`src/rtl/jtag_rti_counter_dr.sv`:
```
// JTAG USER data register with per-channel Run-Test/Idle cycle counters.
// One DR scan carries a command/status byte (LSB first) followed by a counter payload.
module jtag_rti_counter_dr #(
  parameter int DATA_WIDTH = 32,
  parameter int CHANNELS   = 4
) (
  input  logic                  tck,
  input  logic                  test_logic_reset_n,
  input  logic                  tdi,
  output logic                  tdo,
  input  logic                  run_test_idle,
  input  logic                  ir_is_user,
  input  logic                  capture_dr,
  input  logic                  shift_dr,
  input  logic                  update_dr,
  output logic [DATA_WIDTH-1:0] sel_count,
  output logic [CHANNELS-1:0]   overflow
);

  localparam int SR_W  = DATA_WIDTH + 8;
  localparam int SEL_W = (CHANNELS > 1) ? $clog2(CHANNELS) : 1;

  typedef enum logic [1:0] {
    OP_NOP    = 2'b00,
    OP_SELECT = 2'b01,
    OP_CLEAR  = 2'b10,
    OP_ENABLE = 2'b11
  } opcode_t;

  // The ENABLE payload must hold one bit per channel, and sel must fit in 6 bits.
  generate
    if (CHANNELS > DATA_WIDTH || CHANNELS < 1 || CHANNELS > 64 ||
        DATA_WIDTH < 8 || DATA_WIDTH > 32) begin : g_paramCheck
      $error("jtag_rti_counter_dr: unsupported DATA_WIDTH/CHANNELS combination");
    end
  endgenerate

  logic [SR_W-1:0]       r_sr;
  logic [SEL_W-1:0]      r_sel;
  logic                  r_cmdError;
  logic [CHANNELS-1:0]   r_enable;

  logic [DATA_WIDTH-1:0] w_count [CHANNELS];
  logic [CHANNELS-1:0]   w_overflow;
  logic                  w_capture;
  logic                  w_shift;
  logic                  w_update;
  opcode_t               w_opcode;
  logic [5:0]            w_arg;
  logic                  w_argValid;
  logic [7:0]            w_status;

  assign w_capture  = ir_is_user & capture_dr;
  assign w_shift    = ir_is_user & shift_dr;
  assign w_update   = ir_is_user & update_dr;
  assign w_opcode   = opcode_t'(r_sr[7:6]);
  assign w_arg      = r_sr[5:0];
  assign w_argValid = ({26'd0, w_arg} < 32'(CHANNELS));
  assign w_status   = {r_cmdError, w_overflow[r_sel], 6'(r_sel)};

  always_ff @(posedge tck) begin
    if (!test_logic_reset_n) begin
      r_sr <= '0;
    end else if (w_capture) begin
      r_sr <= {w_count[r_sel], w_status};
    end else if (w_shift) begin
      r_sr <= {tdi, r_sr[SR_W-1:1]};
    end
  end

  // Command decode; an out-of-range SELECT keeps the old channel and flags the error.
  always_ff @(posedge tck) begin
    if (!test_logic_reset_n) begin
      r_sel      <= '0;
      r_cmdError <= 1'b0;
      r_enable   <= '1;
    end else if (w_update) begin
      case (w_opcode)
        OP_SELECT: begin
          if (w_argValid) begin
            r_sel      <= w_arg[SEL_W-1:0];
            r_cmdError <= 1'b0;
          end else begin
            r_cmdError <= 1'b1;
          end
        end
        OP_CLEAR: begin
          r_cmdError <= 1'b0;
        end
        OP_ENABLE: begin
          r_enable   <= r_sr[CHANNELS+7:8];
          r_cmdError <= 1'b0;
        end
        default: begin
        end
      endcase
    end
  end

  generate
    for (genvar i = 0; i < CHANNELS; i++) begin : g_chan
      logic [DATA_WIDTH-1:0] r_cnt;
      logic                  r_ovf;
      logic                  w_clearHit;

      assign w_clearHit = w_update && (w_opcode == OP_CLEAR) && (r_sel == SEL_W'(i));

      // Saturating counter: all-ones is terminal and latches the sticky flag.
      always_ff @(posedge tck) begin
        if (!test_logic_reset_n) begin
          r_cnt <= '0;
          r_ovf <= 1'b0;
        end else if (w_clearHit) begin
          r_cnt <= '0;
          r_ovf <= 1'b0;
        end else if (run_test_idle && r_enable[i]) begin
          if (&r_cnt) begin
            r_ovf <= 1'b1;
          end else begin
            r_cnt <= r_cnt + 1'b1;
          end
        end
      end

      assign w_count[i]    = r_cnt;
      assign w_overflow[i] = r_ovf;
    end
  endgenerate

  assign tdo       = r_sr[0];
  assign sel_count = w_count[r_sel];
  assign overflow  = w_overflow;

endmodule
```
`config.mk`:
```
export PLATFORM = sky130hd
export DESIGN_NAME = jtag_rti_counter_dr
export DESIGN_NICKNAME = d
export VERILOG_FILES = /design/src/rtl/jtag_rti_counter_dr.sv
export SDC_FILE = /design/constraint.sdc
export NUM_CORES = 1
export LEC_CHECK = 0
export ABC_AREA = 1
export CAP_MARGIN = 20
export CORE_MARGIN = 1.5
export CORE_UTILIZATION = 53
export CTS_CLUSTER_DIAMETER = 100
export DETAILED_ROUTE_END_ITERATION = 8
export PLACE_DENSITY_LB_ADDON = 0.1
export SETUP_SLACK_MARGIN = 0.05
export SYNTH_ARGS = -nofsm -noshare
export SYNTH_HDL_FRONTEND = slang
export SYNTH_SLANG_ARGS = --single-unit
```
`constraint.sdc`:
```
create_clock -name tck -period 1.92 [get_ports tck]
set_input_delay 0.288 -clock tck [delete_from_list [all_inputs] [get_ports tck]]
set_output_delay 0.288 -clock tck [all_outputs]
set_load 0.005 [all_outputs]
```
# Word level (Yosys, flattened, before mapping)
# Cells that the tools add are included.
[word_totals]
regBits = 179
inputBits = 8
out_inout_bits = 37
wordCells = 77
[op_classes]
n_addsub = 4
n_lt_le_gt_ge = 3
eq_ne = 6
n_mux = 9
bitwise = 9
reduce_logical = 33
[op_table]
columns = ["op", "count"]
rows = [
  ["AND reduction 33 bit", 4],
  ["adder 32 x 1 -> 32 bit, second input constant", 4],
  ["AND reduction 32 bit", 4],
  ["2-to-1 mux 40 bit", 2],
  ["binary-select mux 32 bit (select 2 bit)", 1],
  ["2-to-1 mux 32 bit", 2],
  ["AND reduction 2 bit", 6],
  ["OR reduction 2 bit", 6],
  ["logical AND 1 bit", 9],
  ["== test 2 bit, second input constant", 4],
  ["< comparator 6 x 3 -> 1 bit, second input constant", 1],
  ["inverter 1 bit", 5],
  ["== test 2 x 1 -> 1 bit, second input constant", 2],
  ["nonzero test 2 bit", 2],
  ["AND 1 bit", 3],
  [">= comparator 3 bit, second input constant", 1],
  ["< comparator 2 x 3 -> 1 bit, second input constant", 1],
  ["inverter 2 -> 3 bit", 1],
  ["AND reduction 3 bit", 1],
  ["binary-select mux 1 bit (select 2 bit)", 1],
  ["logical NOT 2 bit", 1],
  ["2-to-1 mux 1 bit", 2],
  ["case mux 1 bit (2 select lines)", 1],
]

# Longest topological paths before layout
[depth]
depth_word = 5
ltp_mapped = 11

# Worst setup path before layout
# No wires, ideal clock.
[synth_timing]
path_type = "register to register"
start = "register g_chan[1].r_cnt[0]"
end = "register g_chan[1].r_cnt[23]"
arrival_ns = 1.513
required_ns = 1.805
setup_slack_ns = 0.292
path_stages_with_launch = 10
cell_sequence = "dfxtp_1 ha_1 inv_1 nor2_4 nand2_4 nor2_8 nand3_4 buf_2 a21oi_1 nor2_1"
[synth_via]
elab_chain_cells = 3
word_cells_on_any_way = 4
classes_between = "add/sub: 1; bitwise: 1; reduce/logical: 2"
[synth_lines]
columns = ["item", "line_no", "rtl"]
rows = [
  ["start, declared", "102", "logic [DATA_WIDTH-1:0] r_cnt;"],
  ["start signal, assigned", "120", "r_cnt <= r_cnt + 1'b1;"],
  ["parallel branches: the longest is 3 deep, another holds adder 32 x 1 -> 32 bit", "n/a", ""],
]
# Several ways; the timed one is not identified.
# A chain may end at the register's enable or synchronous reset.

# Worst setup path in the final report
[layout_timing]
start = "register r_sel[0]"
end = "output sel_count[22]"
[layout_via]
elab_chain_cells = 4
[layout_lines]
columns = ["item", "line_no", "rtl"]
rows = [
  ["start, declared", "39", "logic [SEL_W-1:0] r_sel;"],
  ["start signal, assigned", "81", "r_sel <= w_arg[SEL_W-1:0];"],
  ["inverter 2 -> 3 bit (not written as such)", "131", "assign sel_count = w_count[r_sel];"],
  ["binary-select mux 32 bit (select 2 bit)", "131", ""],
  ["2-to-1 mux 32 bit (not written as such) (2 in series)", "131", ""],
  ["end, declared", "16", "output logic [DATA_WIDTH-1:0] sel_count,"],
]
# Every way passes these cells. The select of a mux whose other input is x is not followed.

==> impl_metrics.tcl <==
set metrics [dict create \
    slew_viol_final 0 \
    gp_congestion 0.989 \
    setup_ws_ns -0.355 \
    placed_cells 2170 \
    synth_seq_area_share_pct 33.1 \
    maxSlewHeadroom_pct 71.1 \
    drc 0 \
    final-seq-area_um2 3630 \
    slowest_stage "dfxtp_4" \
    end_kind "output port" \
    cts_max_level 4 \
    hold-path-endpoint "r_enable[0]" \
    netlist_top_cells_area "dfxtp_1 33%, nand2_1 19%, nor2_1 9.1%" \
    critical_path.startpoint "r_sel[0]" \
    cts_buffers 17 \
    netlist_area_um2 10800 \
    min_period_over_period_pct 118 \
    yosysUniqueCellTypes 40 \
    cp.arrival_ns 1.99 \
    via_per_inst 5.65 \
    reg2reg_from "r_sel[1]" \
    clock_latency_ns 0.44 \
    fp.dieH_um 146 \
    grt_pass1_vias 11400 \
    power_density_nw_per_um2 574 \
    dieArea_um2 21300 \
    wl_per_cell_um 18.0 \
    coreArea_um2 20200 \
    syn_inst 1755 \
    multiInputGateArea_um2 6800 \
    fin_crit_ns 2.27 \
    worstMarginPinSlew_ns 0.433 \
    final_util_pct 70.7 \
    antenna_found_initial 1 \
    reg2regPathDepth 10 \
    outcome "complete, but fails checks" \
    drt_first_pass_iters 7 \
    synth_seq_cells 179 \
    power_leakage_nw 5.21 \
    path_clk_slew_ns 0.08 \
    initial_core_util_pct 53.7 \
    routed_wl_um 40400 \
    rows 52 \
    path_class "reg -> out" \
    ant_nets 0 \
    io_pins 45 \
    maxCapViolations 0 \
    max_freq_mhz 440 \
    slowest_delay_ns 0.38 \
    cts_tree "yes" \
    power_mw 8.19 \
    drt_iter0_drc 1132 \
    path_cells "inv_4 -> nor2_4 -> clkbuf_16 -> buf_16 -> a22oi_2 -> o211ai_1 -> buf_2" \
    overflow 0 \
    hpwlAfterDp_um 30000 \
    worstSetupStartpointType "flop" \
    fill_cells 1793 \
    clockBufferDepth 2 \
    syn-num-nets 1767 \
    layout.cells.non_filler 2246 \
    r2r-end "r_sr[20]" \
    syn_area_per_cell_um2 6.17 \
    yosysWarningCount 0 \
    hp-class "reg -> reg" \
    rsz0062_at_grt "true" \
    fin_setup_tns_ns -5.34 \
    ir_worst_vdd_mv 0.543 \
    critical_path_required_ns 1.63 \
    layout-drive-gt1-share_pct 21.0 \
    failed_checks "negative setup slack" \
    min_from "r_enable[0]" \
    whs_path_depth 2 \
    grt_pass1_wl_um 61300 \
    synth_area_leader_cell "dfxtp_1" \
    die_w_um 146 \
    grt_max_degree 36 \
    synth_top_area_share_pct 33.1 \
    setup_violations 32 \
    path_max_fanout 6 \
    cts.sinks 179 \
    reg2reg_slack_ns -0.01 \
    areaGrowthSynthToFinish_pct 31.6 \
    skew_ns 0.00889 \
    port_buffers 44 \
    nNetsFinal 1974 \
    grt_usage_pct 36.8 \
    via_count 12700 \
    clockRootBuffer "clkbuf_16" \
    hold_viol 0 \
]
-- logic make-up after synthesis --
| group | after synthesis | share of synthesized area, % |
|---|---|---|
| AOI/OAI and AO/OA | 274 | 14.7 |
| xor gates and xnor gates | 27 | 2.18 |
| adders and majority gates | 4 | 0.462 |
| buffers and inverters | 241 | 9.12 |
| DFF | 179 | 33.1 |
| and+or+nand+nor | 1030 | 40.4 |
-- flip-flops by register name (all words and copies together) (netlist names) --
register,cells
g_chan.r_cnt,128
r_sr,40
g_chan.r_ovf,4
r_enable,4
r_sel,2
r_cmdError,1
-- worst max-delay path: cells and delay by family (launching register included) --
family	cells	cell delay, ns
DFF	1	0.38
AOI/OAI and AO/OA	2	0.53
and+or+nand+nor	1	0.05
buffers and inverters	4	0.56
-- per-stage QoR --
stage                     setup slack, ns  hold slack [ns]  instance area (um2)
final                              -0.355            0.481                14300
after global routing               -0.305            0.501                14300
after CTS                          -0.336            0.476                13800
after detailed placement           -0.317            0.457                12700
after global placement             -0.322            0.445                12700
after floorplan                     0.292            0.429                10800
-- cell usage after synthesis --
library cell,number
nand2_1,546
nor2_1,264
dfxtp_1,179
inv_1,174
a21oi_1,157
nand3_1,99
nand4_1,32
o22ai_1,31
nand3b_1,29
clkbuf_1,24
a22oi_1,23
buf_2,22
o211ai_1,22
o21ai_0,18
xor2_1,18
nor3_1,17
nor2_2,14
nand2_2,12
inv_2,9
xnor2_1,9
nor2_4,6
a31oi_1,5
and2_1,5
buf_4,5
buf_6,5
o2111ai_1,5
o221ai_1,5
ha_1,4
a21oi_2,2
nand2_4,2
nand3_2,2
o21a_1,2
a211oi_1,1
a21oi_4,1
buf_1,1
clkinv_1,1
nand3_4,1
nor2_8,1
o21ai_1,1
o21ai_2,1
-- routing by layer --
layer	vias to the layer above	GRT usage, %	share of wire, %
li1	6110	-	-
met1	5797	45.6	40
met4	0	18.2	5.8
met2	611	60.5	46
met5	-	0	0
met3	167	8.03	8.7
-- what timing repair did --
action | CTS | global route
gates resized for setup | 196 | 95
hold buffers | 0 | 0
setup endpoints to repair | 66 | 141
pin swaps | 38 | 40
setup buffers | 28 | 21
cloned | 2 | 1
-- final cells by class --
cell class | instances | share of cell area [%]
Clock buffer | 17 | 2.98
Tap cell | 270 | 2.37
Inverter | 184 | 4.93
Sequential cell | 179 | 25.5
Timing Repair Buffer | 245 | 15.2
Antenna cell | 1 | 0.0176
Clock inverter | 15 | 1.35
Multi-Input combinational cell | 1335 | 47.7
-- cell usage in the layout (no fill, tap or decap), types with 12 or more instances in the layout --
| master | n |
|---|---|
| buf_6 | 21 |
| a21oi_1 | 144 |
| clkdlybuf4s50_1 | 12 |
| nand4_1 | 32 |
| a22oi_2 | 22 |
| o211ai_1 | 22 |
| nand3b_1 | 29 |
| nand2_2 | 14 |
| xor2_1 | 18 |
| nor3_1 | 17 |
| nand2_1 | 534 |
| inv_1 | 173 |
| clkbuf_16 | 18 |
| nor2_4 | 13 |
| dfxtp_2 | 18 |
| buf_4 | 160 |
| nor2_2 | 16 |
| buf_2 | 25 |
| nand3_1 | 95 |
| buf_12 | 16 |
| dfxtp_1 | 155 |
| o21ai_0 | 18 |
| o22ai_1 | 30 |
| nor2_1 | 255 |
-- worst max-delay path by stage --
stage                          endpoint  slack (ns)  cells past startpoint
global route              sel_count[13]       -0.30                      7
detailed placement        sel_count[26]       -0.32                      6
finish                    sel_count[22]       -0.35                      7
global placement          sel_count[26]       -0.32                      6
floorplan           g_chan[1].r_cnt[23]        0.29                      9
CTS                       sel_count[30]       -0.34                      6
-- report_power, final --
part / internal, mW / leakage, nW / switching (mW)
combinational: 0.260 / 3.46 / 0.359
clock: 2.09 / 0.295 / 1.71
sequential: 3.73 / 1.46 / 0.0391
total: 6.08 / 5.21 / 2.10
(Power assumes the default switching activity.)
